[src/rtl/sdr_cas_pipe_if.sv]
// sdr_cas_pipe_if: read-path bus between the command scheduler / DQ pins and
// the CAS-latency read pipeline.
//   master : scheduler side; drives rd_cmd, rd_tag_in, dq_in; sees the beat strobes
//   slave  : pipeline side; drives rd_cmd_rdy and the per-beat outputs
interface sdr_cas_pipe_if #(
    parameter int DATA_W = 16,
    parameter int TAG_W  = 4
);
    logic              rd_cmd;
    logic [TAG_W-1:0]  rd_tag_in;
    logic              rd_cmd_rdy;
    logic [DATA_W-1:0] dq_in;
    logic              rd_valid;
    logic              rd_last;
    logic [TAG_W-1:0]  rd_tag;
    logic [DATA_W-1:0] rd_data;

    modport master (
        output rd_cmd, rd_tag_in, dq_in,
        input  rd_cmd_rdy, rd_valid, rd_last, rd_tag, rd_data
    );

    modport slave (
        input  rd_cmd, rd_tag_in, dq_in,
        output rd_cmd_rdy, rd_valid, rd_last, rd_tag, rd_data
    );
endinterface

[src/rtl/sdr_cas_pipe.sv]
// sdr_cas_pipe: CAS-latency read pipeline for the SDRAM controller read path.
// Tracks accepted read commands through a latency shift register, expands each
// exit into BURST_LEN beat strobes aligned with registered DQ data, and handles
// run-time latency changes by draining the pipe before loading the new value.
//
// Ports:
//   clk, reset   : clock (rising edge), synchronous active-high reset
//   bus (slave)  : rd_cmd/rd_tag_in/rd_cmd_rdy command side, dq_in capture,
//                  rd_valid/rd_last/rd_tag/rd_data beat outputs
//   cfg_sdr_cas  : requested CAS latency (clamped to 2..MAX_CAS)
//   cas_act      : latency currently in force
//   cfg_busy     : latency change waiting for the pipe to drain
// Optional (macro SDR_CAS_ERR_CHK_EN):
//   err_trunc    : one-cycle pulse when a burst is cut short by a newer read
//   err_cfg      : sticky flag, cfg_sdr_cas seen outside 2..MAX_CAS
module sdr_cas_pipe #(
    parameter int MAX_CAS   = 7,
    parameter int CAS_RST   = 3,
    parameter int BURST_LEN = 4,
    parameter int DATA_W    = 16,
    parameter int TAG_W     = 4
) (
    input  logic             clk,
    input  logic             reset,
    sdr_cas_pipe_if.slave    bus,
    input  logic [2:0]       cfg_sdr_cas,
    output logic [2:0]       cas_act,
    output logic             cfg_busy
`ifdef SDR_CAS_ERR_CHK_EN
   ,output logic             err_trunc,
    output logic             err_cfg
`endif
);

    localparam logic [0:0] IDLE  = 1'b0;
    localparam logic [0:0] BURST = 1'b1;
    localparam logic [2:0] MAX_C = 3'(MAX_CAS);
    localparam logic [2:0] CNT_LOAD = 3'(BURST_LEN - 1);

    logic [2:0]                    cas_req;
    logic                          rd_accept;
    logic [MAX_CAS-1:0]            sr_vld, sr_vld_nx;
    logic [MAX_CAS-1:0][TAG_W-1:0] sr_tag, sr_tag_nx;
    logic                          exit_ev;
    logic [0:0]                    state;
    logic [2:0]                    cnt;
    logic [TAG_W-1:0]              tag_q;
    logic [DATA_W-1:0]             dq_q;

    always_comb begin
        if (cfg_sdr_cas < 3'd2)
            cas_req = 3'd2;
        else if (cfg_sdr_cas > MAX_C)
            cas_req = MAX_C;
        else
            cas_req = cfg_sdr_cas;
    end

    assign bus.rd_cmd_rdy = ~cfg_busy;
    assign rd_accept      = bus.rd_cmd & ~cfg_busy;
    assign exit_ev        = sr_vld[0];

    // Shift toward tap 0 and insert at tap cas_act-1. That tap never holds a
    // shifted entry: inserts only happen at cas_act-1 and cas_act changes only
    // when the chain is empty.
    always_comb begin
        sr_vld_nx = sr_vld >> 1;
        sr_tag_nx = sr_tag >> TAG_W;
        for (int i = 0; i < MAX_CAS; i++) begin
            if (rd_accept && (i == int'(cas_act) - 1)) begin
                sr_vld_nx[i] = 1'b1;
                sr_tag_nx[i] = bus.rd_tag_in;
            end
        end
    end

    always_ff @(posedge clk) begin
        if (reset) begin
            sr_vld       <= '0;
            sr_tag       <= '0;
            state        <= IDLE;
            cnt          <= '0;
            tag_q        <= '0;
            dq_q         <= '0;
            bus.rd_valid <= 1'b0;
            bus.rd_last  <= 1'b0;
            bus.rd_tag   <= '0;
            bus.rd_data  <= '0;
            cas_act      <= 3'(CAS_RST);
            cfg_busy     <= 1'b0;
        end else begin
            sr_vld <= sr_vld_nx;
            sr_tag <= sr_tag_nx;
            dq_q   <= bus.dq_in;

            // A new exit always restarts the counter, truncating any burst
            // still in progress; its beat 0 follows with no gap.
            if (exit_ev) begin
                state <= BURST;
                cnt   <= CNT_LOAD;
                tag_q <= sr_tag[0];
            end else if (state == BURST) begin
                if (cnt == 3'd0)
                    state <= IDLE;
                else
                    cnt <= cnt - 3'd1;
            end

            // Beat outputs lag the counter by one stage to line up with dq_q.
            bus.rd_valid <= (state == BURST);
            bus.rd_last  <= (state == BURST) && (cnt == 3'd0);
            if (state == BURST) begin
                bus.rd_tag  <= tag_q;
                bus.rd_data <= dq_q;
            end

            // Latency change: block new commands, wait for an empty pipe,
            // then load. A request that reverts before drain just cancels.
            if (cas_req != cas_act) begin
                if (cfg_busy && (sr_vld == '0) && (state == IDLE)) begin
                    cas_act  <= cas_req;
                    cfg_busy <= 1'b0;
                end else begin
                    cfg_busy <= 1'b1;
                end
            end else begin
                cfg_busy <= 1'b0;
            end
        end
    end

`ifdef SDR_CAS_ERR_CHK_EN
    always_ff @(posedge clk) begin
        if (reset) begin
            err_trunc <= 1'b0;
            err_cfg   <= 1'b0;
        end else begin
            // An exit on the final beat (cnt==0) does not cut anything short.
            err_trunc <= exit_ev && (state == BURST) && (cnt != 3'd0);
            if ((cfg_sdr_cas < 3'd2) || (cfg_sdr_cas > MAX_C))
                err_cfg <= 1'b1;
        end
    end
`endif

endmodule

[src/flat_wrapper.sv]
// flat-port wrapper written by rule: the top's interface ports become plain ports
module sdr_cas_pipe_flat 
#(
    parameter int MAX_CAS   = 7,
    parameter int CAS_RST   = 3,
    parameter int BURST_LEN = 4,
    parameter int DATA_W    = 16,
    parameter int TAG_W     = 4
)
  (clk, reset, cfg_sdr_cas, cas_act, cfg_busy, bus_rd_cmd, bus_rd_tag_in, bus_dq_in, bus_rd_cmd_rdy, bus_rd_valid, bus_rd_last, bus_rd_tag, bus_rd_data);
  sdr_cas_pipe_if #(.DATA_W(DATA_W), .TAG_W(TAG_W)) bus_i ();
  input  logic clk;
  input  logic reset;
  input  logic [2:0] cfg_sdr_cas;
  output logic [2:0] cas_act;
  output logic cfg_busy;
  input wire logic [$bits(bus_i.rd_cmd)-1:0] bus_rd_cmd;
  input wire logic [$bits(bus_i.rd_tag_in)-1:0] bus_rd_tag_in;
  input wire logic [$bits(bus_i.dq_in)-1:0] bus_dq_in;
  output wire logic [$bits(bus_i.rd_cmd_rdy)-1:0] bus_rd_cmd_rdy;
  output wire logic [$bits(bus_i.rd_valid)-1:0] bus_rd_valid;
  output wire logic [$bits(bus_i.rd_last)-1:0] bus_rd_last;
  output wire logic [$bits(bus_i.rd_tag)-1:0] bus_rd_tag;
  output wire logic [$bits(bus_i.rd_data)-1:0] bus_rd_data;
  assign bus_i.rd_cmd = bus_rd_cmd;
  assign bus_i.rd_tag_in = bus_rd_tag_in;
  assign bus_i.dq_in = bus_dq_in;
  assign bus_rd_cmd_rdy = bus_i.rd_cmd_rdy;
  assign bus_rd_valid = bus_i.rd_valid;
  assign bus_rd_last = bus_i.rd_last;
  assign bus_rd_tag = bus_i.rd_tag;
  assign bus_rd_data = bus_i.rd_data;
  sdr_cas_pipe #(.MAX_CAS(MAX_CAS), .CAS_RST(CAS_RST), .BURST_LEN(BURST_LEN), .DATA_W(DATA_W), .TAG_W(TAG_W)) u_core (.clk(clk), .reset(reset), .bus(bus_i), .cfg_sdr_cas(cfg_sdr_cas), .cas_act(cas_act), .cfg_busy(cfg_busy));
endmodule
[config.mk]
export PLATFORM = sky130hd
export DESIGN_NAME = sdr_cas_pipe_flat
export DESIGN_NICKNAME = d
export VERILOG_FILES = /design/src/rtl/sdr_cas_pipe_if.sv /design/src/rtl/sdr_cas_pipe.sv /design/src/flat_wrapper.sv
export SDC_FILE = /design/constraint.sdc
export NUM_CORES = 1
export LEC_CHECK = 0
export ABC_CLOCK_PERIOD_IN_PS = 2900
export CAP_MARGIN = 20
export CORE_ASPECT_RATIO = 1.5
export CORE_MARGIN = 3
export CORE_UTILIZATION = 29
export CTS_BUF_LIST = sky130_fd_sc_hd__clkbuf_4
export DETAILED_ROUTE_END_ITERATION = 16
export MAX_ROUTING_LAYER = met4
export SLEW_MARGIN = 20
export SYNTH_ARGS = -nofsm -noshare
export SYNTH_HDL_FRONTEND = slang
export SYNTH_SLANG_ARGS = --single-unit
[constraint.sdc]
create_clock -name clk -period 2.9 [get_ports clk]
set_input_delay 0.725 -clock clk [delete_from_list [all_inputs] [get_ports clk]]
set_output_delay 0.725 -clock clk [all_outputs]
set_load 0.01 [all_outputs]
-- Yosys cells after proc, flatten, opt, wreduce, memory -nomap -nowiden
Index checks and enable logic that the tools add are counted.
- bitwise logic cells: 6
- shifts and indexed selects: 0
- equality and inequality tests: 8
- reductions and logical operators: 20
- multiply operators: 0
- div/mod/pow operators: 0
- add/subtract/negate cells: 2
- muxes and demuxes: 22
- $lt $le $gt $ge: 2
- operators with widths (operator ; number):
    $eq 4x32->1 const A ; 3
    $eq 3x32->1 const A ; 2
    $eq 2x32->1 const A ; 1
    $logic_not 32->1 ; 1
    $mux 4 ; 6
    $mux 1 ; 11
    $logic_and 1x1->1 ; 10
    $logic_not 7->1 ; 1
    $mux 2 ; 3
    $mux 3 ; 2
    $reduce_and 2->1 ; 3
    $reduce_or 2->1 ; 3
    $not 1->1 ; 5
    $sub 3x1->4 const B ; 1
    $gt 3x3->1 const B ; 1
    $logic_not 3->1 ; 1
    $lt 3x2->1 const B ; 1
    $ne 3x3->1 ; 1
    $sub 3x1->3 const B ; 1
    $ne 2x1->1 const B ; 1
    $reduce_bool 2->1 ; 1
    $and 1x1->1 ; 1
- memory bits (writable): 0
- latch bits: 0
- memories: 0
- logic and storage cells: 79
- bits in registers: 85
- bits in read-only memories: 0

-- Depth between registers and ports, before layout
Gate-level depths: netlist of the first run.
- word-level depth: 6
- gate-level depth with buffers: 6
- depth with buffers taken out: 6

-- Worst setup path before layout of the first run
Ideal clock, no wire load.
- kind: input to register
- start: in reset
- end: reg u_core.sr_tag[15] (netlist bit)
- buffers on the path: 3
- stages on the path: 4
- data arrival time: 1.497 ns
- data required time: 2.772 ns
- setup slack: 1.276 ns
- library setup time: 0.128 ns
- cells stage by stage: buf_2 -> clkbuf_1 -> clkbuf_1 -> nor2_1
- RTL lines (what ; RTL line ; source):
    start: declaration ; flat_wrapper.sv:13 ; input logic reset;
    end signal: assignment ; sdr_cas_pipe.sv:93 ; sr_tag <= sr_tag_nx;
    end: declaration ; sdr_cas_pipe.sv:43 ; logic [MAX_CAS-1:0][TAG_W-1:0] sr_tag, sr_tag_nx;
No word-level cell between the ends.

-- Worst setup path in the final report of the first run
- start: reg u_core.cas_act[1]
- end: out cas_act[1]
- RTL lines (what ; RTL line ; source):
    start: declaration ; sdr_cas_pipe.sv:27 ; output logic [2:0] cas_act,
    start signal: assignment ; sdr_cas_pipe.sv:89 ; cas_act <= 3'(CAS_RST);
    start signal: assignment ; sdr_cas_pipe.sv:121 ; cas_act <= cas_req;
    end: declaration ; flat_wrapper.sv:15 ; output logic [2:0] cas_act;
No word-level cell between the ends.

==> reports/qor_table.md, run 1 <==
| Result | Value |
|---|---|
| Row cnt | 45 |
| Antenna-violating nets left | 0 |
| Number of setup buffers added after CTS | 0 |
| Worst Skew | 12.9 ps |
| Class of the most critical setup path | reg -> out |
| Sequential element share of the synthesized area | 0.562 |
| DR vias | 1963 |
| Startpoint of the worst register-to-register path | u_core.cas_act[1] |
| Worst min-delay path startpoint | u_core.sr_vld[4] |
| Post-synthesis cell type count | 33 |
| Hold bufs inserted after CTS | 0 |
| Required time worst endpoint | 2170 ps |
| Total Nets Final | 359 |
| Final HPWL from detailed placement | 3620 um |
| Count of final hold-check violations | 0 |
| Hold worst-path end | u_core.sr_vld[3] |
| Most frequent standard cell in the layout excluding fill and tap cells | sky130_fd_sc_hd__dfxtp_1 |
| Sort of element at the start of the critical path | flop |
| Routed met2 length | 2610 um |
| Cell with the largest stage delay on the worst path | sky130_fd_sc_hd__clkdlybuf4s50_1 |
| Crit path max fanout | 11 |
| Deepest clock path buffer count | 2 |
| Leakage power of the design | 1.41 nW |
| Power per cell area | 541 nW/um2 |
| Pins over their slew limit | 0 |
| Signed area change from the synthesized netlist to the final layout | 22.2% |
| Cell Chain, Critical Path | clkdlybuf4s50_1 |
| Number of buffers created by CTS | 9 |
| Kind of path behind the tightest hold check | reg -> reg |
| Register clock-pin slew on the reported worst setup and hold paths | 120 ps |
| Flop2flop setup slack | 1320 ps |
| Final worst path period need | 2370 ps |
| I/O pin count | 53 |
| CTS tree | done |
| Routed met1 length | 2250 um |
| Combined area of all synthesized cells | 3030 um2 |
| Top metal layer carrying routed signals | met4 |
| Insertion delay of the later-clocked pin in the worst-skew pair | 410 ps |
| Number of vias per cell after detailed routing | 4.36 |
| Number of standard cells after synthesis | 282 |
| Die X-Extent | 89.4 um |
| Fmax | 423 MHz |
| Yosys warns | 0 |
| Post_cts resized | 0 |
| Aggregate routed wire length | 5220 um |
| Result of the run | finished clean |
| Maximum number of pins on one net before global-route repair | 36 |
| Worst slew slack as a fraction of its limit | 0.654 |
| Number of cells traversed by the worst hold path | 2 |
| I/O Buffers | 52 |
| Multi-input gate area in the final layout | 1190 um2 |
| Syn nets | 310 |
| Effective utilization at floorplan | 0.299 |
| Final TNS setup | 0 ps |
| Total core area | 10100 um2 |
| Clk sinks | 85 |
| Met3 routed WL | 242 um |
| Via count of the first global-routing pass | 1869 |
| Die Outline Area | 11700 um2 |
| Crit-path leading delay family | buffers and inverters |
| Mean Syn Cell Area | 10.7 um2 |
| Transition time at the pin with the least slew margin | 516 ps |
| Number of diodes | 0 |
| Residual overflow from global routing | 0 |
| Data arrival, critical path | 1640 ps |
| First DRT Iteration DRCs | 47 |
| Reg-to-reg critical path endpoint | u_core.sr_tag[9] |
| DIE HEIGHT | 131 um |
| Cell count of the worst reg-to-reg path | 4 |
| Kind of end point of the critical path | primary output |
| Storage element area | 1700 um2 |
| Most used cells in the layout excluding fill and tap cells | sky130_fd_sc_hd__dfxtp_1, sky130_fd_sc_hd__nor2_1, sky130_fd_sc_hd__clkdlybuf4s50_1 |
| Maximum resistive drop on vdd | 0.000194 V |
| Ratio of final minimum period to clock period | 0.816 |
| First-pass detailed-route iteration total | 4 |
| RSZ-0062 raised after global routing | false |
| Antenna violations before repair | 0 |
| Flip-flop and latch count after synthesis | 85 |
| Number of inserted filler cells in the final layout | 1021 |
| Number of max-capacitance violations reported | 0 |
| Number of levels the H-tree was split into | 3 |
| Wire per inst | 11.6 um |
| Share of layout cells above drive strength 1 | 0.0781 |
| First-pass GRT wire length | 8590 um |
| Global-route usage over all layers | 0.0992 |
| Gp weighted congestion | 0.736 |
| Post-layout total power | 2.00 mW |
| DRC viols | 0 |
| CP peak stage delay | 620 ps |
| Buf+Inv Stages, Crit Path | 1 |
| Root buffer cell | sky130_fd_sc_hd__clkbuf_4 |
| Final setup violation count | 0 |
[registers in the layout, summed over array words and instances, names as in the netlist]
register	count
u_core.bus.rd_data	16
u_core.bus.rd_last	1
u_core.bus.rd_tag	4
u_core.bus.rd_valid	1
u_core.cas_act	3
u_core.cfg_busy	1
u_core.cnt	3
u_core.dq_q	16
u_core.sr_tag	28
u_core.sr_vld	7
u_core.state	1
u_core.tag_q	4
[cell type report]
class / count / share of cell area
flip-flops and latches: 85 / 0.460
multi-input cells: 172 / 0.322
repair buffers: 55 / 0.146
well taps: 117 / 0.0396
clock buffers: 10 / 0.0203
inverters: 8 / 0.00812
clock inverters: 3 / 0.00440
[how the worst max path moves through the flow]
stage,startpoint,endpoint,slack (ps),cells after the start
after floorplan,reset,u_core.sr_tag[15],1280,4
after global placement,bus_rd_cmd,u_core.sr_tag[11],530,5
after detailed placement,bus_rd_cmd,u_core.sr_tag[9],500,5
after CTS,u_core.cas_act[1],cas_act[1],490,1
after global routing,u_core.cas_act[1],cas_act[1],460,1
final,u_core.cas_act[1],cas_act[1],530,1
[power by group]
group | internal, mW | switching [mW] | total, mW
Combinational | 0.125 | 0.100 | 0.225
Clock | 0.168 | 0.359 | 0.527
Sequential | 1.21 | 0.0365 | 1.25
[routing by layer]
metal | up-vias | track usage
li1 | 1017 | -
met1 | 899 | 0.102
met2 | 35 | 0.166
met3 | 12 | 0.0350
met4 | 0 | 0.0473
met5 | - | -
[per-stage QoR]
stage	instances	instance area [um2]	hold slack [ps]	setup slack (ps)	utilization
floorplan	282	3030	426	1280	-
global placement	437	3610	433	530	0.356
detailed placement	437	3610	439	496	0.356
CTS	450	3700	463	488	0.365
global route	450	3700	474	462	0.365
finish	450	3700	461	533	0.365
[cell families after synthesis]
| family | count (synthesis) | share of synthesized area |
|---|---|---|
| flops | 85 | 0.562 |
| simple gates | 102 | 0.180 |
| mux | 50 | 0.166 |
| buf+inv | 25 | 0.0443 |
| fa+ha+maj | 2 | 0.00827 |
| xor+xnor | 4 | 0.0116 |
| compound gates | 14 | 0.0277 |
[cell usage after synthesis]
cell                       number  area [um2]
sky130_fd_sc_hd__nor3b_2        1        12.5
sky130_fd_sc_hd__buf_2          4        20.0
sky130_fd_sc_hd__a31oi_1        1        6.26
sky130_fd_sc_hd__nor3b_1        2        15.0
sky130_fd_sc_hd__or3b_1         1        8.76
sky130_fd_sc_hd__nand4_2        1        12.5
sky130_fd_sc_hd__nor2b_1       18         113
sky130_fd_sc_hd__xor2_1         3        26.3
sky130_fd_sc_hd__nor3_1         4        20.0
sky130_fd_sc_hd__buf_4          2        15.0
sky130_fd_sc_hd__a21oi_1        7        35.0
sky130_fd_sc_hd__nor4_2         1        12.5
sky130_fd_sc_hd__xnor2_1        1        8.76
sky130_fd_sc_hd__or3_1          1        6.26
sky130_fd_sc_hd__mux2_2         1        11.3
sky130_fd_sc_hd__mux2i_1       49         490
sky130_fd_sc_hd__nor3b_4        2        37.5
sky130_fd_sc_hd__inv_1          8        30.0
sky130_fd_sc_hd__nand3b_1       2        15.0
sky130_fd_sc_hd__dfxtp_1       85        1700
sky130_fd_sc_hd__nand2_1        4        15.0
sky130_fd_sc_hd__a21oi_2        1        8.76
sky130_fd_sc_hd__clkbuf_8       2        27.5
sky130_fd_sc_hd__a211o_2        1        10.0
sky130_fd_sc_hd__buf_6          1        11.3
sky130_fd_sc_hd__ha_1           2        25.0
sky130_fd_sc_hd__and3b_2        1        10.0
sky130_fd_sc_hd__o21ai_0        3        15.0
sky130_fd_sc_hd__a311oi_1       1        8.76
sky130_fd_sc_hd__nor2_1        59         221
sky130_fd_sc_hd__nand3b_4       1        20.0
sky130_fd_sc_hd__and2_1         4        25.0
sky130_fd_sc_hd__clkbuf_1       8        30.0
Note: power is estimated with default switching activity, not from simulation.
==> run 2, diff against run 1 <==
--- a/config.mk
+++ b/config.mk
@@ -5,7 +5,7 @@
 export SDC_FILE = /design/constraint.sdc
 export NUM_CORES = 1
 export LEC_CHECK = 0
-export ABC_CLOCK_PERIOD_IN_PS = 2900
+export ABC_CLOCK_PERIOD_IN_PS = 2200
 export CAP_MARGIN = 20
 export CORE_ASPECT_RATIO = 1.5
 export CORE_MARGIN = 3
==> constraint.sdc (replaced) <==
create_clock -name clk -period 2.2 [get_ports clk]
set_input_delay 0.55 -clock clk [delete_from_list [all_inputs] [get_ports clk]]
set_output_delay 0.55 -clock clk [all_outputs]
set_load 0.01 [all_outputs]
==> run 2 against run 1 <==
Via count is 3.9% higher. Design area is 2.3% higher. Worst hold slack better by 1.1 ps. Core utilization is 0.85 points higher. Power is 44% higher. Sequential share of layout area is 0.98 points lower. Sequential power is 32% higher. Sequential cell count stayed put. Combinational power is 36% higher. Critical path type unchanged. Critical endpoint is now cas_act[2].
==> reports/qor_table.md, run 2 (synthesis results as in run 1) <==
| Result | Value | Change |
|---|---|---|
| First-pass GRT wire length | 8780 um | was 8590 um |
| Class of the most critical setup path | reg -> out | unchanged |
| I/O Buffers | 52 | unchanged |
| Global-route track usage on met3 | 0.0275 | was 0.0350 |
| Count of final hold-check violations | 0 | unchanged |
| Worst Skew | 16.0 ps | was 12.9 ps |
| Gp weighted congestion | 0.695 | was 0.736 |
| I/O pin count | 53 | unchanged |
| Transition time at the pin with the least slew margin | 413 ps | was 516 ps |
| Global routing met1 resource utilization | 0.110 | was 0.102 |
| Antenna violations before repair | 0 | unchanged |
| Largest register FFs | 28 | unchanged |
| First DRT Iteration DRCs | 57 | was 47 |
| DP Area | 3640 um2 | was 3610 um2 |
| Number of diodes | 0 | unchanged |
| Required time worst endpoint | 1650 ps | was 2170 ps |
| Worst path setup slack after routing | 123 ps | was 533 ps |
| Crit-path leading delay family | buffers and inverters | unchanged |
| Worst slew slack as a fraction of its limit | 0.722 | was 0.654 |
| DIE HEIGHT | 131 um | unchanged |
| Root buffer cell | sky130_fd_sc_hd__clkbuf_4 | unchanged |
| Deepest clock path buffer count | 2 | unchanged |
| Kind of end point of the critical path | primary output | unchanged |
| Kind of path behind the tightest hold check | reg -> reg | unchanged |
| Pre-CTS worst setup slack | 157 ps | was 496 ps |
| Global-route met2 utilization | 0.167 | was 0.166 |
| Register containing the most flip-flops in the final layout | u_core.sr_tag | unchanged |
| GRT Max-Usage Layer | met2 | unchanged |
| Pins over their slew limit | 0 | unchanged |
| Power per cell area | 762 nW/um2 | was 541 nW/um2 |
| Die Outline Area | 11700 um2 | unchanged |
| Register clock-pin slew on the reported worst setup and hold paths | 130 ps | was 120 ps |
| RSZ-0062 raised after global routing | false | unchanged |
| DR vias | 2040 | was 1963 |
| Ratio of final minimum period to clock period | 0.944 |  |
| Maximum resistive drop on vdd | 0.000271 V | was 0.000194 V |
| Antenna-violating nets left | 0 | unchanged |
| Post-layout total power | 2.88 mW | was 2.00 mW |
| Cell area after layout | 3780 um2 | was 3700 um2 |
| Crit path max fanout | 6 | was 11 |
| Leakage power of the design | 1.45 nW | was 1.41 nW |
| Insertion delay of the later-clocked pin in the worst-skew pair | 420 ps | was 410 ps |
| CP peak stage delay | 600 ps | was 620 ps |
| Number of max-capacitance violations reported | 0 | unchanged |
| Number of buffers created by CTS | 9 | unchanged |
| Final HPWL from detailed placement | 3830 um | was 3620 um |
| Cell with the largest stage delay on the worst path | sky130_fd_sc_hd__clkdlybuf4s50_1 | unchanged |
| Most used cells in the layout excluding fill and tap cells | sky130_fd_sc_hd__dfxtp_1, sky130_fd_sc_hd__nor2_1, sky130_fd_sc_hd__clkdlybuf4s50_1 | unchanged |
| Wire per inst | 11.8 um | was 11.6 um |
| First-pass detailed-route iteration total | 4 | unchanged |
| Number of vias per cell after detailed routing | 4.48 | was 4.36 |
| Share of layout cells above drive strength 1 | 0.101 | was 0.0781 |
| Total Nets Final | 363 | was 359 |
| Final worst path period need | 2080 ps |  |
| Total core area | 10100 um2 | unchanged |
| Top Registers | u_core.sr_tag: 28 flops, u_core.bus.rd_data: 16 flops, u_core.dq_q: 16 flops | unchanged |
| Result of the run | finished clean | unchanged |
| Residual overflow from global routing | 0 | unchanged |
| Most frequent standard cell in the layout excluding fill and tap cells | sky130_fd_sc_hd__dfxtp_1 | unchanged |
| Die X-Extent | 89.4 um | unchanged |
| Number of levels the H-tree was split into | 3 | unchanged |
| Clk sinks | 85 | unchanged |
| Effective utilization at floorplan | 0.299 | unchanged |
| Row cnt | 45 | unchanged |
| DRC viols | 0 | unchanged |
| Data arrival, critical path | 1530 ps | was 1640 ps |
| Signed area change from the synthesized netlist to the final layout | 25.1% | was 22.2% |
| Sort of element at the start of the critical path | flop | unchanged |
| Final setup violation count | 0 | unchanged |
| Buf+Inv Stages, Crit Path | 1 | unchanged |
| Via count of the first global-routing pass | 1923 | was 1869 |
| CTS tree | done | unchanged |
| Fmax | 481 MHz |  |
| Aggregate routed wire length | 5360 um | was 5220 um |
| Cell Chain, Critical Path | clkdlybuf4s50_1 | unchanged |
| Final TNS setup | 0 ps | unchanged |
| Maximum number of pins on one net before global-route repair | 31 | was 36 |
| Global-route usage over all layers | 0.102 | was 0.0992 |
## run 2: area by class of cell
cell class | instances | area, um2
clock inverters | 5 | 77.6
clock buffers | 9 | 67.6
repair buffers | 59 | 568
flip-flops and latches | 85 | 1700
fillers | 1019 | 6350
well taps | 117 | 146
inverters | 8 | 30.0
multi-input cells | 172 | 1190
## run 2: what timing repair did
item | 4_1_cts | 5_1_grt
hold buffers | 0 | 0
endpoints found under the hold margin | 0 | 0
gates resized for setup | 2 | 0
setup endpoints to repair | 2 | 0
buffers inserted | 0 | 0
## run 2: metal layers
layer	vias to the layer above	part of all wire	routed length, um
met5	-	0	0
met4	0	0.024	128
met3	10	0.042	227
met2	39	0.52	2810
met1	965	0.41	2200
li1	1026	-	-
## run 2: metrics by stage
step	instances	utilization	hold slack [ps]
after floorplan	282	-	426
after global placement	441	0.359	438
after detailed placement	441	0.359	446
after CTS	455	0.373	464
after global routing	455	0.373	507
final	455	0.373	462
## run 2: path summary, 6_finish.rpt
kind	cells past startpoint	slack, ps	startpoint	end
min	2	460	u_core.sr_vld[4]	u_core.sr_vld[3]
max	1	120	u_core.cas_act[2]	cas_act[2]
max reg2reg	6	650	u_core.cnt[0]	u_core.cnt[1]
min reg2reg	2	460	u_core.sr_vld[4]	u_core.sr_vld[3]
## run 2: where the power goes
group | leakage, nW | internal [mW] | total (mW) | switching, mW
Sequential | 0.690 | 1.60 | 1.65 | 0.0493
Clock | 0.0776 | 0.445 | 0.932 | 0.486
Combinational | 0.684 | 0.171 | 0.307 | 0.136
Total | 1.45 | 2.21 | 2.88 | 0.672
==> run 3, diff against run 2 <==
--- a/config.mk
+++ b/config.mk
@@ -10,7 +10,6 @@
 export CORE_ASPECT_RATIO = 1.5
 export CORE_MARGIN = 3
 export CORE_UTILIZATION = 29
-export CTS_BUF_LIST = sky130_fd_sc_hd__clkbuf_4
 export DETAILED_ROUTE_END_ITERATION = 16
 export MAX_ROUTING_LAYER = met4
 export SLEW_MARGIN = 20
==> run 3 against run 2 <==
Clock power up 64%. Maximum frequency decreased by 0.12%. Global-route usage grew 0.11 points. Sequential share of layout area fell by 1.8 points. Critical path depth did not move. Design area up 4.1%. Critical path type unchanged. Highest routed layer unchanged.
==> reports/qor_table.md, run 3 (synthesis results as in run 1) <==
| Result | Value | Change |
|---|---|---|
| Deepest clock path buffer count | 2 | unchanged |
| Aggregate routed wire length | 5380 um | was 5360 um |
| Total Nets Final | 363 | unchanged |
| Root buffer cell | sky130_fd_sc_hd__clkbuf_16 | was sky130_fd_sc_hd__clkbuf_4 |
| Final setup violation count | 0 | unchanged |
| Signed area change from the synthesized netlist to the final layout | 30.2% | was 25.1% |
| Top Registers | u_core.sr_tag: 28 flops, u_core.bus.rd_data: 16 flops, u_core.dq_q: 16 flops | unchanged |
| Wire per inst | 11.8 um | about the same |
| Die X-Extent | 89.4 um | unchanged |
| First DRT Iteration DRCs | 62 | was 57 |
| CTS tree | done | unchanged |
| Residual overflow from global routing | 0 | unchanged |
| Final TNS setup | 0 ps | unchanged |
| Data arrival, critical path | 1530 ps | about the same |
| Count of final hold-check violations | 0 | unchanged |
| Register containing the most flip-flops in the final layout | u_core.sr_tag | unchanged |
| Crit path max fanout | 11 | was 6 |
| I/O pin count | 53 | unchanged |
| Insertion delay of the later-clocked pin in the worst-skew pair | 320 ps | was 420 ps |
| Sort of element at the start of the critical path | flop | unchanged |
| Final worst path period need | 2080 ps | about the same |
| DP Area | 3640 um2 | unchanged |
| Reg-to-reg critical path endpoint | u_core.cnt[1] | unchanged |
| Number of setup buffers added after CTS | 0 | unchanged |
| First-pass GRT wire length | 8860 um | was 8780 um |
| Maximum number of pins on one net before global-route repair | 31 | unchanged |
| I/O Buffers | 52 | unchanged |
| Most used cells in the layout excluding fill and tap cells | sky130_fd_sc_hd__dfxtp_1, sky130_fd_sc_hd__nor2_1, sky130_fd_sc_hd__clkdlybuf4s50_1 | unchanged |
| Cell with the largest stage delay on the worst path | sky130_fd_sc_hd__clkdlybuf4s50_1 | unchanged |
| Share of layout cells above drive strength 1 | 0.0947 | was 0.101 |
| Largest register FFs | 28 | unchanged |
| Maximum resistive drop on vdd | 0.000332 V | was 0.000271 V |
| Required time worst endpoint | 1650 ps | about the same |
| Fmax | 481 MHz | about the same |
| Number of levels the H-tree was split into | 3 | unchanged |
| Hold bufs inserted after CTS | 0 | unchanged |
| Antenna violations before repair | 0 | unchanged |
| Result of the run | finished clean | unchanged |
| Final HPWL from detailed placement | 3830 um | unchanged |
| Cell area after layout | 3940 um2 | was 3780 um2 |
| CP peak stage delay | 620 ps | was 600 ps |
| Buf+Inv Stages, Crit Path | 1 | unchanged |
| Number of diodes | 0 | unchanged |
| First-pass detailed-route iteration total | 4 | unchanged |
| Antenna-violating nets left | 0 | unchanged |
| Number of vias per cell after detailed routing | 4.46 | was 4.48 |
| Transition time at the pin with the least slew margin | 434 ps | was 413 ps |
| DIE HEIGHT | 131 um | unchanged |
| Ratio of final minimum period to clock period | 0.945 | was 0.944 |
| Effective utilization at floorplan | 0.299 | unchanged |
| Post_cts resized | 0 | was 2 |
| Global-route usage over all layers | 0.103 | was 0.102 |
| Most frequent standard cell in the layout excluding fill and tap cells | sky130_fd_sc_hd__dfxtp_1 | unchanged |
| Kind of path behind the tightest hold check | reg -> reg | unchanged |
| Class of the most critical setup path | reg -> out | unchanged |
| Crit-path leading delay family | buffers and inverters | unchanged |
| DRC viols | 0 | unchanged |
| Total core area | 10100 um2 | unchanged |
| Gp weighted congestion | 0.695 | unchanged |
| DR vias | 2030 | was 2040 |
| RSZ-0062 raised after global routing | false | unchanged |
| Via count of the first global-routing pass | 1927 | was 1923 |
| Kind of end point of the critical path | primary output | unchanged |
| Clk sinks | 85 | unchanged |
| Row cnt | 45 | unchanged |
| Register clock-pin slew on the reported worst setup and hold paths | 60 ps | was 130 ps |
| Cell count of the worst reg-to-reg path | 6 | unchanged |
| Number of max-capacitance violations reported | 0 | unchanged |
| Startpoint of the worst register-to-register path | u_core.cnt[0] | unchanged |
| Worst slew slack as a fraction of its limit | 0.710 | was 0.722 |
| CP endpoint | cas_act[1] | was cas_act[2] |
| Power per cell area | 884 nW/um2 | was 762 nW/um2 |
| Worst setup path startpoint | u_core.cas_act[1] | was u_core.cas_act[2] |
| Flop2flop setup slack | 660 ps | was 650 ps |
| Number of buffers created by CTS | 9 | unchanged |
| Pins over their slew limit | 0 | unchanged |
| Worst Skew | 6.51 ps | was 16.0 ps |
| Leakage power of the design | 1.52 nW | was 1.45 nW |
| Cell Chain, Critical Path | clkdlybuf4s50_1 | unchanged |
| Die Outline Area | 11700 um2 | unchanged |
| Cell count along the critical path | 1 | unchanged |
| Number of inserted filler cells in the final layout | 1005 | was 1019 |
-- run 3: worst min path at each step --
stage / startpoint / endpoint / slack, ps / cells past startpoint
3_5_place_dp: u_core.sr_vld[4] / u_core.sr_vld[3] / 450 / 2
3_3_place_gp: u_core.sr_tag[12] / u_core.sr_tag[8] / 440 / 2
2_1_floorplan: u_core.sr_vld[4] / u_core.sr_vld[3] / 430 / 2
4_1_cts: u_core.sr_vld[4] / u_core.sr_vld[3] / 450 / 2
6_report: u_core.sr_vld[4] / u_core.sr_vld[3] / 460 / 2
5_1_grt: u_core.sr_tag[26] / u_core.sr_tag[22] / 490 / 2
-- run 3: area by class of cell --
class | count | area (um2) | area share
inverters | 8 | 30.0 | 0.00762
clock inverters | 5 | 77.6 | 0.0197
multi-input cells | 172 | 1190 | 0.302
well taps | 117 | 146 | 0.0372
repair buffers | 59 | 568 | 0.144
flip-flops and latches | 85 | 1700 | 0.432
clock buffers | 9 | 225 | 0.0572
-- run 3: per-stage QoR --
step	power, mW	instances	utilization	worst slack (ps)	hold WS, ps
3_3_place_gp	1.99	441	0.359	178	438
3_5_place_dp	1.99	441	0.359	157	446
4_1_cts	3.55	455	0.389	89.4	455
2_1_floorplan	1.86	282	-	751	426
6_report	3.48	455	0.389	120	458
5_1_grt	3.65	455	0.389	25.7	490
-- run 3: report_power, final --
| group | internal (mW) | switching [mW] | leakage (nW) |
|---|---|---|---|
| clock | 0.976 | 0.552 | 0.147 |
| sequential | 1.60 | 0.0489 | 0.691 |
| combinational | 0.171 | 0.135 | 0.684 |
| total | 2.74 | 0.736 | 1.52 |
-- run 3: routing by layer --
layer  part of all wire  wire, um  global-route usage
met5                  0         0                   -
met4              0.018        95              0.0403
met3              0.047       251              0.0407
met2               0.53      2830               0.168
met1               0.41      2210               0.112
-- run 3: tightest hold or removal path: cells and delay by family (launching register included) --
family                 cells  cell delay, ps
buffers and inverters      1              50
DFF                        1             310
AOI/OAI and AO/OA          1              50
